`src/rtl/prog_loader_pkg.sv`:
```
// Shared types and constants for the serial program/data loader.
package prog_loader_pkg;

  typedef enum logic [2:0] {
    IDLE,
    SHIFT,
    COMMIT,
    WAIT,
    RUN
  } loader_state_t;

  localparam logic [1:0] MODE_IDLE = 2'b00;
  localparam logic [1:0] MODE_IMEM = 2'b01;
  localparam logic [1:0] MODE_DMEM = 2'b10;
  localparam logic [1:0] MODE_RUN  = 2'b11;

  function automatic int frame_bits(input int addr_w, input int data_w);
    return addr_w + data_w;
  endfunction

endpackage

```
`src/rtl/prog_loader_if.sv`:
```
// Memory write bus from the loader to the core's IMEM/DMEM.
interface prog_loader_if #(
  parameter int ADDR_W = 4,
  parameter int DATA_W = 8
) ();

  logic              imem_we_out;
  logic              dmem_we_out;
  logic [ADDR_W-1:0] mem_addr_out;
  logic [DATA_W-1:0] mem_wdata_out;

  modport master (
    output imem_we_out,
    output dmem_we_out,
    output mem_addr_out,
    output mem_wdata_out
  );

  modport slave (
    input imem_we_out,
    input dmem_we_out,
    input mem_addr_out,
    input mem_wdata_out
  );

endinterface

```
`src/rtl/prog_loader_sclk_edge_det.sv`:
```
// Serial clock rising-edge detector with optional 2-flop input synchronizers.
// Build option: PROG_LOADER_SYNC_EN adds synchronizers on sclk, mosi and mode.
module sclk_edge_det (
  input  logic       clk,
  input  logic       rst,
  input  logic       sclk_in,
  input  logic       mosi_in,
  input  logic [1:0] mode_in,
  output logic       sclk_rise,
  output logic       mosi,
  output logic [1:0] mode
);

  logic sclk_s;
  logic sclk_q;

`ifdef PROG_LOADER_SYNC_EN
  logic [1:0] sclk_sync;
  logic [1:0] mosi_sync;
  logic [1:0] mode_s1;
  logic [1:0] mode_s2;

  always_ff @(posedge clk) begin
    if (rst) begin
      sclk_sync <= '0;
      mosi_sync <= '0;
      mode_s1   <= '0;
      mode_s2   <= '0;
    end else begin
      sclk_sync <= {sclk_sync[0], sclk_in};
      mosi_sync <= {mosi_sync[0], mosi_in};
      mode_s1   <= mode_in;
      mode_s2   <= mode_s1;
    end
  end

  assign sclk_s = sclk_sync[1];
  assign mosi   = mosi_sync[1];
  assign mode   = mode_s2;
`else
  assign sclk_s = sclk_in;
  assign mosi   = mosi_in;
  assign mode   = mode_in;
`endif

  always_ff @(posedge clk) begin
    if (rst) sclk_q <= 1'b0;
    else     sclk_q <= sclk_s;
  end

  assign sclk_rise = sclk_s & ~sclk_q;

endmodule

```
`src/rtl/prog_loader.sv`:
```
// Serial loader: shifts LSB-first {data, addr} frames into IMEM/DMEM writes and gates core run.
// Build option: PROG_LOADER_SYNC_EN (input synchronizers inside sclk_edge_det).
//
//   state  | meaning
//   IDLE   | waiting for a load or run mode
//   SHIFT  | collecting frame bits on sclk rising edges
//   COMMIT | one-cycle write strobe to the latched target
//   WAIT   | frame written, waiting for mode 00 before the next frame
//   RUN    | core enabled until halt or mode 00
module prog_loader
  import prog_loader_pkg::*;
#(
  parameter int ADDR_W = 4,
  parameter int DATA_W = 8
) (
  input  logic          clk,
  input  logic          rst,
  input  logic          sclk_in,
  input  logic          mosi_in,
  input  logic [1:0]    mode_in,
  input  logic          halt_in,
  prog_loader_if.master mem,
  output logic          run_out,
  output logic          done_out,
  output logic          err_out
);

  localparam int FRAME_BITS = frame_bits(ADDR_W, DATA_W);
  localparam int CNT_W      = $clog2(FRAME_BITS + 1);

  logic                  sclk_rise;
  logic                  mosi;
  logic [1:0]            mode;

  loader_state_t         state;
  loader_state_t         state_nxt;
  logic [1:0]            tgt;
  logic [CNT_W-1:0]      bitcnt;
  logic [FRAME_BITS-1:0] shreg;
  logic [FRAME_BITS-1:0] shreg_nxt;
  logic [ADDR_W-1:0]     addr_q;
  logic [DATA_W-1:0]     wdata_q;
  logic                  run_q;
  logic                  done_q;
  logic                  err_q;
  logic                  abort;
  logic                  take_bit;
  logic                  last_bit;

  sclk_edge_det u_edge_det (
    .clk       (clk),
    .rst       (rst),
    .sclk_in   (sclk_in),
    .mosi_in   (mosi_in),
    .mode_in   (mode_in),
    .sclk_rise (sclk_rise),
    .mosi      (mosi),
    .mode      (mode)
  );

  // A mode change wins over a coincident sclk edge.
  assign abort    = (state == SHIFT) && (mode != tgt);
  assign take_bit = (state == SHIFT) && !abort && sclk_rise;
  assign last_bit = take_bit && (bitcnt == CNT_W'(FRAME_BITS - 1));

  always_comb begin
    shreg_nxt         = shreg;
    shreg_nxt[bitcnt] = mosi;
  end

  always_ff @(posedge clk) begin
    if (rst) state <= IDLE;
    else     state <= state_nxt;
  end

  always_comb begin
    state_nxt = state;
    case (state)
      IDLE: begin
        if (mode == MODE_IMEM || mode == MODE_DMEM) state_nxt = SHIFT;
        else if (mode == MODE_RUN)                  state_nxt = RUN;
      end
      SHIFT: begin
        if (abort)         state_nxt = IDLE;
        else if (last_bit) state_nxt = COMMIT;
      end
      COMMIT:  state_nxt = WAIT;
      WAIT:    if (mode == MODE_IDLE) state_nxt = IDLE;
      RUN:     if (mode == MODE_IDLE) state_nxt = IDLE;
      default: state_nxt = IDLE;
    endcase
  end

  always_comb begin
    mem.imem_we_out   = (state == COMMIT) && (tgt == MODE_IMEM);
    mem.dmem_we_out   = (state == COMMIT) && (tgt == MODE_DMEM);
    mem.mem_addr_out  = addr_q;
    mem.mem_wdata_out = wdata_q;
  end

  // Address/data are captured as the last bit lands so they are valid with the strobe and hold after it.
  always_ff @(posedge clk) begin
    if (rst) begin
      tgt     <= MODE_IDLE;
      bitcnt  <= '0;
      shreg   <= '0;
      addr_q  <= '0;
      wdata_q <= '0;
      run_q   <= 1'b0;
      done_q  <= 1'b0;
      err_q   <= 1'b0;
    end else begin
      err_q <= abort;
      case (state)
        IDLE: begin
          if (mode == MODE_IMEM || mode == MODE_DMEM) begin
            tgt    <= mode;
            bitcnt <= '0;
            shreg  <= '0;
            if (mode != tgt) done_q <= 1'b0;
          end else if (mode == MODE_RUN) begin
            run_q  <= 1'b1;
            done_q <= 1'b0;
          end
        end
        SHIFT: begin
          if (take_bit) begin
            shreg  <= shreg_nxt;
            bitcnt <= (bitcnt == CNT_W'(FRAME_BITS)) ? bitcnt : bitcnt + 1'b1;
          end
          if (last_bit) begin
            addr_q  <= shreg_nxt[ADDR_W-1:0];
            wdata_q <= shreg_nxt[FRAME_BITS-1:ADDR_W];
            if (&shreg_nxt[ADDR_W-1:0]) done_q <= 1'b1;
          end
        end
        RUN: begin
          if (mode == MODE_IDLE) begin
            run_q  <= 1'b0;
            done_q <= 1'b0;
          end else if (halt_in) begin
            run_q  <= 1'b0;
            done_q <= 1'b1;
          end
        end
        default: ;
      endcase
    end
  end

  assign run_out  = run_q;
  assign done_out = done_q;
  assign err_out  = err_q;

endmodule

```
`src/flat_wrapper.sv`:
```
// flat-port wrapper written by rule: the top's interface ports become plain ports
module prog_loader_flat import prog_loader_pkg::*;
#(
  parameter int ADDR_W = 4,
  parameter int DATA_W = 8
)
  (clk, rst, sclk_in, mosi_in, mode_in, halt_in, run_out, done_out, err_out, mem_imem_we_out, mem_dmem_we_out, mem_mem_addr_out, mem_mem_wdata_out);
  prog_loader_if #(.ADDR_W(ADDR_W), .DATA_W(DATA_W)) mem_i ();
  input  logic clk;
  input  logic rst;
  input  logic sclk_in;
  input  logic mosi_in;
  input  logic [1:0] mode_in;
  input  logic halt_in;
  output logic run_out;
  output logic done_out;
  output logic err_out;
  output wire logic [$bits(mem_i.imem_we_out)-1:0] mem_imem_we_out;
  output wire logic [$bits(mem_i.dmem_we_out)-1:0] mem_dmem_we_out;
  output wire logic [$bits(mem_i.mem_addr_out)-1:0] mem_mem_addr_out;
  output wire logic [$bits(mem_i.mem_wdata_out)-1:0] mem_mem_wdata_out;
  assign mem_imem_we_out = mem_i.imem_we_out;
  assign mem_dmem_we_out = mem_i.dmem_we_out;
  assign mem_mem_addr_out = mem_i.mem_addr_out;
  assign mem_mem_wdata_out = mem_i.mem_wdata_out;
  prog_loader #(.ADDR_W(ADDR_W), .DATA_W(DATA_W)) u_core (.clk(clk), .rst(rst), .sclk_in(sclk_in), .mosi_in(mosi_in), .mode_in(mode_in), .halt_in(halt_in), .mem(mem_i), .run_out(run_out), .done_out(done_out), .err_out(err_out));
endmodule
```
`config.mk`:
```
export PLATFORM = sky130hd
export DESIGN_NAME = prog_loader_flat
export DESIGN_NICKNAME = d
export VERILOG_FILES = /design/src/rtl/prog_loader_pkg.sv /design/src/rtl/prog_loader_if.sv /design/src/rtl/prog_loader_sclk_edge_det.sv /design/src/rtl/prog_loader.sv /design/src/flat_wrapper.sv
export SDC_FILE = /design/constraint.sdc
export NUM_CORES = 1
export LEC_CHECK = 0
export CAP_MARGIN = 20
export CORE_MARGIN = 5
export CORE_UTILIZATION = 45
export DETAILED_ROUTE_END_ITERATION = 7
export DONT_BUFFER_PORTS = 1
export GPL_ROUTABILITY_DRIVEN = 0
export GPL_TIMING_DRIVEN = 0
export PLACE_DENSITY = 0.62
export SLEW_MARGIN = 20
export SYNTH_ARGS = -nofsm -noshare
export SYNTH_HDL_FRONTEND = slang
export SYNTH_HIERARCHICAL = 1
export SYNTH_SLANG_ARGS = --single-unit
```
`constraint.sdc`:
```
create_clock -name clk -period 2 [get_ports clk]
set_clock_uncertainty 0.1 [all_clocks]
set_input_delay 0.1 -clock clk [delete_from_list [all_inputs] [get_ports clk]]
set_output_delay 0.1 -clock clk [all_outputs]
set_load 0.03 [all_outputs]
```
==> impl_results.md, run 1 <==
* Run status: complete, no violations
* FILL cells at 341
* RSZ-0062 raised after global routing: true
* Share of layout cells above drive strength 1 at 0.168
* Num rows at 23
* Fmax at 521 MHz
* Worst R2R Setup Slack at 0.08 ns
* Peak VDD IR at 0.000663 V
* P&R area growth vs syn at 16.1%
* Top Ports at 24
* Starting DRT DRC Count at 64
* FFs w/ async S/R, synth at 0
* Crit Path Category: reg -> reg
* Reg2reg path depth at 7
* Slew @ Worst Pin at 0.605 ns
* Post-place setup slack at -0.0320 ns
* Data required time of the critical path at 2.08 ns
* CTS Buffer Depth at 2
* FF-to-FF Start: u_core/bitcnt[0]
* Pwr Total at 1.83 mW
* Cells after synthesis at 207
* Placed insts at 257
* Max-Cap Viols at 0
* Reg2Reg Capture Point: u_core/bitcnt[2]
* Non-Filler Instances at 270
* Worst path cell trace: inv_1 -> ha_1 -> and3_1 -> o41ai_4 -> nand2_1 -> o21ai_0 -> a21oi_1
* Final WS setup at 0.0789 ns
* Crit path depth at 7
* DRT Wirelength at 4020 um
* DP HPWL at 2940 um
* Clock buffer count from CTS at 5
* Yosys cell types at 44
* Detailed-route DRC error count at 0
* Critical path's slowest cell: dfxtp_1
* First-pass GRT wire length at 6760 um
* First-pass DRT Iterations at 4
* Critical Path Sink Type: flop
* Internal power at 1.33 mW
* Delay-heaviest family, CP: compound AO/OA/AOI/OAI gates
* Crit path largest cell delay at 0.39 ns
* Crit path max fanout at 4
* Leakage at 0.867 nW
* Yosys warnings at 6
* Sw Share at 0.275
* Min Clock Period, post-route at 1.92 ns
* Syn Area/Cell at 9.02 um2
* Worst Path Arrival at 2.00 ns
* Antenna-violating nets left at 0
* Core Region at 4000 um2
* Clock root cell: clkbuf_8
* Final worst-path cycle share at 0.961
* DR WL/cell at 14.9 um
* Die ar. at 5540 um2
* Final setup TNS at 0 ns
* PD cells at 844 nW/um2
* Die width at 74.4 um
* Vias per inst at 5.44
* Mapped Area at 1870 um2
* # diodes at 0
* P_sw at 0.504 mW
* Number of enable flip-flop cells after synthesis at 0
* PortBufs at 0
* Sequential Power Share at 0.432
* Max Slew Vio Count at 0
* Clock power share at 0.379
* Clock slew at reported path FFs at 0.07 ns
* Initial antenna violation count at 0
* Yosys reg bits at 36
* Setup-failing EPs final at 0
* Largest net degree at the start of global routing at 12
* Critical Path End: u_core/bitcnt[2]
* CP Buf/Inv Count at 1
* Combinational Power Share at 0.190
* Vias at 1468
* Nets at 233
* Sequential share of the synthesized area at 0.386
* Syn nets at 221
* Startpoint types: flop
* Clock sinks at 36
* Tightest Hold Check Type: in -> reg
* Total gr overflow at 0
* Number of global-route vias before repair at 1478
* Total track usage at 0.159
* Starting Density at 0.467
* Top_reg_cell synth: dfxtp_1
* CTS tree: done
* CP startpoint: u_core/bitcnt[0]
* Die Y at 74.4 um
* Rel. slew slack at 0.593
* H-tree Lvls at 2
* Hold Vio Cnt, Final at 0
* Later-pin clock latency in the skew report at 0.29 ns
-- power by group through the flow --
stage	combinational (mW)	sequential (mW)	clock, mW
2_1_floorplan	0.256	0.795	0
4_1_cts	0.332	0.785	0.717
3_3_place_gp	0.311	0.799	0
5_1_grt	0.382	0.792	0.737
6_report	0.347	0.790	0.693
3_5_place_dp	0.317	0.801	0
-- placed cells by master, fill, tap and decap left out, types with 2 or more instances in the layout --
| cell | netlist | layout |
|---|---|---|
| mux2i_1 | 23 | 23 |
| nor2b_4 | 2 | 2 |
| mux2_2 | 6 | 6 |
| a21oi_1 | 7 | 7 |
| clkbuf_1 | 5 | 5 |
| a211oi_1 | 4 | 4 |
| xor2_2 | 0 | 2 |
| nor2_1 | 34 | 34 |
| a221oi_1 | 2 | 2 |
| o21ai_0 | 3 | 3 |
| nor3b_4 | 0 | 2 |
| nand3_1 | 2 | 2 |
| or3_1 | 4 | 4 |
| a31oi_1 | 2 | 2 |
| nor3_1 | 4 | 4 |
| inv_1 | 8 | 8 |
| buf_4 | 4 | 4 |
| nand2_1 | 18 | 18 |
| buf_2 | 3 | 3 |
| dfxtp_1 | 36 | 36 |
| nand4_1 | 2 | 2 |
| dlygate4sd3_1 | 0 | 5 |
| and3_1 | 2 | 2 |
| clkbuf_8 | 0 | 7 |
| ha_1 | 7 | 7 |
-- area by class of cell --
cell class                 count  area [um2]  area share
timing repair buffer           5        50.0      0.0231
tap                           50        62.6      0.0289
clock inverter                 1        30.0      0.0139
buffer                        14        95.1      0.0439
clock buffer                   7        96.3      0.0445
multi-input combinational    149        1080       0.499
sequential                    36         721       0.333
inverter                       8        30.0      0.0139
-- per-stage QoR --
stage	instance area (um2)	hold WS, ns	utilization
floorplan	1870	0.0643	-
global placement	1930	0.0654	0.482
detailed placement	1930	0.0672	0.482
CTS	2120	0.0835	0.531
global route	2170	0.108	0.542
finish	2170	0.0907	0.542
-- flip-flops by register name (all words and copies together), names as in the netlist, 2 cells and up --
signal	count
u_core/bitcnt	4
u_core/mem.mem_addr_out	4
u_core/mem.mem_wdata_out	8
u_core/shreg	11
u_core/state	3
u_core/tgt	2
-- synth_stat cells, types with 2 or more instances --
cell type / number / area (um2)
ha_1: 7 / 87.6
nor3_1: 4 / 20.0
a221oi_1: 2 / 17.5
a21oi_1: 7 / 35.0
or3_1: 4 / 25.0
xor2_1: 3 / 26.3
a211oi_1: 4 / 30.0
nand3_1: 2 / 10.0
nor3b_1: 4 / 30.0
buf_2: 3 / 15.0
mux2i_1: 23 / 230
nand4_1: 2 / 12.5
o41ai_1: 2 / 17.5
nand2_1: 18 / 67.6
o21ai_0: 3 / 15.0
buf_4: 4 / 30.0
nor2_1: 34 / 128
mux2_2: 6 / 67.6
dfxtp_1: 36 / 721
and3_1: 2 / 12.5
inv_1: 8 / 30.0
a31oi_1: 2 / 12.5
clkbuf_1: 5 / 18.8
nor2b_4: 2 / 27.5
-- worst min path at each step --
stage               startpoint                        to  slack (ns)  cells past startpoint
floorplan                  rst  u_core/u_edge_det/sclk_q        0.06                      1
global placement           rst  u_core/u_edge_det/sclk_q        0.07                      1
detailed placement         rst  u_core/u_edge_det/sclk_q        0.07                      1
CTS                        rst           u_core/done_out        0.08                      2
global route               rst            u_core/run_out        0.11                      2
finish                     rst           u_core/done_out        0.09                      2
-- worst register-to-register path: cells and delay by family (launching register included) --
family | cells | cell delay (ns)
buf+inv | 1 | 0.12
compound gates | 3 | 0.53
flops | 1 | 0.39
simple gates | 2 | 0.40
fa+ha+maj | 1 | 0.27
-- per-layer routing --
metal / vias to the layer above / global-route usage / share of wire
met5: - / 0 / 0
met4: 0 / 0.0791 / 0.027
met3: 9 / 0.0392 / 0.057
met2: 37 / 0.256 / 0.47
met1: 688 / 0.199 / 0.44
li1: 734 / - / -
-- logic make-up after synthesis --
family          count (synthesis)  synth area share
compound gates                 27            0.0992
xor+xnor                        4            0.0188
fa+ha+maj                       7            0.0469
buf+inv                        22            0.0670
flops                          36             0.386
mux                            29             0.160
simple gates                   82             0.223
-- repair_timing --
action | 4_1_cts | 5_1_grt
buffers inserted | 0 | 0
hold buffers | 5 | 0
setup endpoints to repair | 5 | 11
endpoints found under the hold margin | 4 | 0
resized for setup | 3 | 6
pin swaps | 0 | 0
Power figures use the tool's default switching activity.
==> run 2: changes to the inputs <==
- CELL_PAD_IN_SITES_DETAIL_PLACEMENT: not set -> 0
- CELL_PAD_IN_SITES_GLOBAL_PLACEMENT: not set -> 1
- PLACE_DENSITY: 0.62 -> 0.77
==> run 2 against run 1 <==
Against the previous run:
- flip-flop and latch count stayed put
- combinational power hardly changed
- clock power is 27% lower
- maximum frequency is 1.2% higher
- cell count stayed put
- clock-buffer cell count is 2 lower
- non-clock buffer count stayed put
- via count is 1.4% lower
- hold slack better by 0.037 ns
- register-to-register slack better by 0.04 ns
==> impl_results.md, run 2 (same netlist as run 1, synthesis figures left out) <==
* Tightest Hold Check Type: in -> reg
* Hold Path Depth at 2 (unchanged)
* Setup-failing EPs final at 0 (unchanged)
* # diodes at 0 (unchanged)
* Clock sinks at 36 (unchanged)
* Commonest non-fill, non-tap cells in the layout: dfxtp_1 (36), nor2_1 (34), mux2i_1 (23)
* Met3 Use GR at 0.0473 (+0.00811)
* Largest register by flop count: u_core/shreg
* Fmax at 527 MHz (+1.2%)
* Clock root cell: clkbuf_8
* Hold Vio Cnt, Final at 0 (unchanged)
* Number of global-route vias before repair at 1472 (-0.41%)
* Crit path depth at 4 (-3)
* Met1 Usage GRT at 0.197 (-0.00115)
* DRT Wirelength at 4050 um (+0.85%)
* Critical path's slowest cell: nor3b_4
* Initial antenna violation count at 0 (unchanged)
* Leakage at 0.850 nW (-1.9%)
* Crit Path Category: reg -> out
* Final instance area at 2130 um2 (-1.7%)
* Final worst-path cycle share at 0.950 (-0.0110)
* Post-CTS Repair Setup Buffers at 0 (unchanged)
* GRT busiest layer: met2
* Share of layout cells above drive strength 1 at 0.173 (+0.00455)
* Nets at 233 (unchanged)
* Later-pin clock latency in the skew report at 0.28 ns (about the same)
* Non-Filler Instances at 270 (unchanged)
* Max Slew Vio Count at 0 (unchanged)
* Reg2reg path depth at 6 (-1)
* PD cells at 770 nW/um2 (-8.8%)
* Fin Hold WS at 0.128 ns (+0.0373 ns)
* Commonest non-fill, non-tap cell in the layout: dfxtp_1
* Vias per inst at 5.36 (-1.4%)
* Slew @ Worst Pin at 0.569 ns (-0.0362 ns)
* Peak VDD IR at 0.000397 V (-40%)
* Crit path max fanout at 10 (+6)
* Final WS setup at 0.101 ns (+0.0221 ns)
* Core Region at 4000 um2 (unchanged)
* Die ar. at 5540 um2 (unchanged)
* Startpoint types: flop
* Num rows at 23 (unchanged)
* Worst path cell trace: clkbuf_1 -> nor2_1 -> nand2_1 -> nor3b_4
* Placed insts at 257 (unchanged)
* Max-Cap Viols at 0 (unchanged)
* CTS Buffer Depth at 2 (unchanged)
* Min Clock Period, post-route at 1.90 ns (-0.0221 ns)
* Total gr overflow at 0 (unchanged)
* Starting DRT DRC Count at 56 (-13%)
* P&R area growth vs syn at 14.1%
* Largest net degree at the start of global routing at 13 (+1)
* Die Y at 74.4 um (unchanged)
* Detailed-route DRC error count at 0 (unchanged)
* Antenna-violating nets left at 0 (unchanged)
* Grt met2 use at 0.264 (+0.00878)
* Crit path largest cell delay at 0.42 ns (+0.03 ns)
* Clock buffer count from CTS at 5 (unchanged)
* Post-place setup slack at -0.0722 ns (-0.0402 ns)
* Top Ports at 24 (unchanged)
* Run status: complete, no violations
* Delay-heaviest family, CP: simple AND/OR/NAND/NOR gates
* Rel. slew slack at 0.618 (+0.0243)
* Total track usage at 0.158 (-0.00148)
* PortBufs at 0 (unchanged)
* First-pass DRT Iterations at 4 (unchanged)
* H-tree Lvls at 2 (unchanged)
* Area post-placement at 1930 um2 (unchanged)
* Vias at 1447 (-1.4%)
* Critical Path Sink Type: output pin
* CP Buf/Inv Count at 1 (unchanged)
* Max reg flops at 11 (unchanged)
* Worst Path Arrival at 1.70 ns (-0.30 ns)
* First-pass GRT wire length at 6840 um (+1.2%)
* CTS tree: done
* DP HPWL at 2980 um (+1.5%)
* Clock slew at reported path FFs at 0.07 ns (about the same)
* Data required time of the critical path at 1.80 ns (-0.28 ns)
* DR WL/cell at 15.0 um (+0.85%)
* Die width at 74.4 um (unchanged)
* Starting Density at 0.467 (unchanged)
==> run 2: cell count changes in the layout (fill, tap and decap cells not counted) <==
cell       change
bufinv_16      -1
clkbuf_8       -2
clkinv_2       +2
clkinv_4       +1
nand2_1        -1
nand2_2        +1
==> run 2: worst paths after layout <==
path,startpoint,to,slack (ns)
hold reg to reg,u_core/shreg[8],u_core/shreg[8],0.36
hold / removal,rst,u_core/done_out,0.13
setup / recovery,u_core/state[0],mem_dmem_we_out,0.10
setup reg to reg,u_core/tgt[1],u_core/shreg[4],0.12
==> run 2: routing by layer <==
| layer | wire length [um] | part of all wire |
|---|---|---|
| met5 | 0 | 0 |
| met4 | 40 | 0.0099 |
| met3 | 200 | 0.049 |
| met2 | 2000 | 0.49 |
| met1 | 1800 | 0.45 |
==> run 2: where the power goes <==
group          switching (mW)  internal (mW)  leakage [nW]
logic                   0.206          0.141         0.511
clock network           0.261          0.242        0.0479
registers              0.0445          0.746         0.291
total                   0.511           1.13         0.850
==> run 2: timing repair <==
item,4_1_cts,5_1_grt
cloned,0,0
hold endpoints to repair,4,0
setup endpoints to repair,4,14
hold buffers,5,0
gates resized for setup,3,7
pin swaps,0,0
==> run 2: cell type report <==
class,count,area [um2]
fill,371,1870
sequential,36,721
multi-input combinational,149,1080
buffer,14,95.1
timing repair buffer,5,50.0
tap,50,62.6
clock buffer,5,68.8
clock inverter,3,18.8
inverter,8,30.0
==> run 2: metrics by stage <==
stage	utilization	power, mW	setup TNS (ns)
4_1_cts	0.521	1.64	0
2_1_floorplan	-	1.05	0
3_3_place_gp	0.482	1.11	-0.0705
3_5_place_dp	0.482	1.12	-0.111
5_1_grt	0.533	1.73	-0.00363
6_report	0.533	1.64	0
==> run 3: changes to the inputs <==
- CORE_ASPECT_RATIO: not set -> 0.6
- CORE_UTILIZATION: 45 -> 35
- PLACE_DENSITY: 0.77 -> 0.63
==> run 3 against run 2 <==
Against the previous run:
- the flow now finishes with violations (negative setup slack)
- clock-buffer cell count increased by 2
- utilization shrank 11 points
- worst setup slack got worse by 0.12 ns
- design area increased by 1.2%
- combinational power up 4%
- flip-flop and latch count unchanged
- hold slack worse by 0.024 ns
==> impl_results.md, run 3 (same netlist as run 1, synthesis figures left out) <==
* Max Slew Vio Count at 0 (unchanged)
* Internal power at 1.17 mW (+3.5%)
* Leakage at 0.842 nW (-1.0%)
* # diodes at 0 (unchanged)
* First-pass DRT Iterations at 4 (unchanged)
* P&R area growth vs syn at 15.5%
* Data required time of the critical path at 1.80 ns (about the same)
* Final worst-path cycle share at 1.01 (+0.0597)
* Number of global-route vias before repair at 1514 (+2.9%)
* Clock root cell: clkbuf_8
* Total track usage at 0.140 (-0.0177)
* Total gr overflow at 0 (unchanged)
* First-pass GRT wire length at 7570 um (+11%)
* Largest net degree at the start of global routing at 12 (-1)
* Clock power share at 0.324 (+0.017)
* H-tree Lvls at 2 (unchanged)
* Max-Cap Viols at 0 (unchanged)
* Placed insts at 273 (+6.2%)
* Worst Path Arrival at 1.82 ns (+0.12 ns)
* CP Buf/Inv Count at 1 (unchanged)
* Tightest Hold Check Type: in -> reg
* Non-Filler Instances at 286 (+5.9%)
* Final setup TNS at -0.0184 ns (-0.0184 ns)
* Fin Hold WS at 0.104 ns (-0.0241 ns)
* P_sw at 0.533 mW (+4.2%)
* Die ar. at 6940 um2 (+25%)
* Worst path cell trace: clkbuf_1 -> nor2_1 -> nand2_1 -> nor3b_2
* Starting Density at 0.366 (-0.101)
* Fmax at 495 MHz (-5.9%)
* CTS tree: done
* Initial antenna violation count at 0 (unchanged)
* DP HPWL at 3300 um (+11%)
* Post-CTS Repair Setup Buffers at 0 (unchanged)
* Vias per inst at 5.13 (-4.4%)
* Crit Path Category: reg -> out
* Commonest non-fill, non-tap cells in the layout: nor2_1 (34), dfxtp_1 (34), mux2i_1 (23)
* DRT Wirelength at 4420 um (+9.2%)
* Hold Vio Cnt, Final at 0 (unchanged)
* Clock sinks at 36 (unchanged)
* Later-pin clock latency in the skew report at 0.30 ns (+0.02 ns)
* Nets at 233 (unchanged)
* PD cells at 789 nW/um2 (+2.5%)
* Slew @ Worst Pin at 0.665 ns (+0.0960 ns)
* Run status: finished, violations left
* Startpoint types: flop
* RSZ-0062 raised after global routing: true
* DR WL/cell at 15.5 um (+3.1%)
* Failing checks: negative setup slack
* Crit path max fanout at 10 (unchanged)
* Die width at 104 um (+40%)
* Sequential Power Share at 0.464 (-0.018)
* Delay-heaviest family, CP: simple AND/OR/NAND/NOR gates
* Core Region at 5100 um2 (+28%)
* Detailed-route DRC error count at 0 (unchanged)
* PortBufs at 0 (unchanged)
* Top Ports at 24 (unchanged)
* Peak VDD IR at 0.000316 V (-20%)
* Antenna-violating nets left at 0 (unchanged)
* Die Y at 66.6 um (-11%)
* Starting DRT DRC Count at 105 (+88%)
* Clock slew at reported path FFs at 0.08 ns (about the same)
* Num rows at 20 (-13%)
* Crit path largest cell delay at 0.50 ns (+0.08 ns)
* Combinational Power Share at 0.213 (about the same)
* Sw Share at 0.313 (+0.00158)
* Critical Path Sink Type: output pin
* Critical path's slowest cell: nor3b_2
* CTS Buffer Depth at 2 (unchanged)
* Max reg flops at 11 (unchanged)
* Pwr Total at 1.70 mW (+3.7%)
* Min Clock Period, post-route at 2.02 ns (+0.119 ns)
* Setup-failing EPs final at 1 (+1)
* Rel. slew slack at 0.553 (-0.0645)
* Share of layout cells above drive strength 1 at 0.182 (+0.00909)
* Vias at 1466 (+1.3%)
* Final WS setup at -0.0184 ns (-0.119 ns)
* Clock buffer count from CTS at 5 (unchanged)
* Largest register by flop count: u_core/shreg
-- run 3: what timing repair did --
action | CTS | global route
gates resized for setup | 1 | 11
pin swaps | 0 | 2
hold buffers | 5 | 0
setup endpoints to repair | 6 | 14
endpoints found under the hold margin | 4 | 0
-- run 3: area by class of cell --
class,count,area (um2)
Timing Repair Buffer,5,50.0
Fill cell,525,2950
Clock buffer,7,86.3
Tap cell,66,82.6
Multi-Input combinational cell,149,1080
Buffer,14,95.1
Sequential cell,36,723
Clock inverter,1,7.51
Inverter,8,30.0
-- run 3: final timing paths --
kind / startpoint / end / slack (ns) / depth (start not counted)
max: u_core/state[0] / mem_imem_we_out / -0.02 / 4
min: rst / u_core/done_out / 0.10 / 2
max reg2reg: u_core/tgt[0] / u_core/shreg[7] / 0.06 / 6
min reg2reg: u_core/shreg[9] / u_core/shreg[9] / 0.36 / 2
-- run 3: power by group through the flow --
stage | sequential [mW] | clock [mW] | combinational (mW)
after floorplan | 0.795 | 0 | 0.256
after global routing | 0.793 | 0.599 | 0.397
after global placement | 0.799 | 0 | 0.323
final | 0.789 | 0.550 | 0.362
after detailed placement | 0.802 | 0 | 0.327
after CTS | 0.784 | 0.573 | 0.341
-- run 3: routing by layer --
layer  vias up  GRT usage  share of wire
li1        737          -              -
met1       689      0.190           0.53
met2        33      0.203           0.40
met3         7     0.0455          0.052
met4         0     0.0582          0.017
met5         -          0              0
-- run 3: stage by stage --
step	instance area (um2)	utilization	worst slack [ns]
final	2160	0.422	-0.0184
after floorplan	1870	-	0.204
after CTS	2100	0.412	-0.253
after global placement	1950	0.382	-0.0361
after detailed placement	1950	0.382	-0.0879
after global routing	2160	0.422	-0.0909
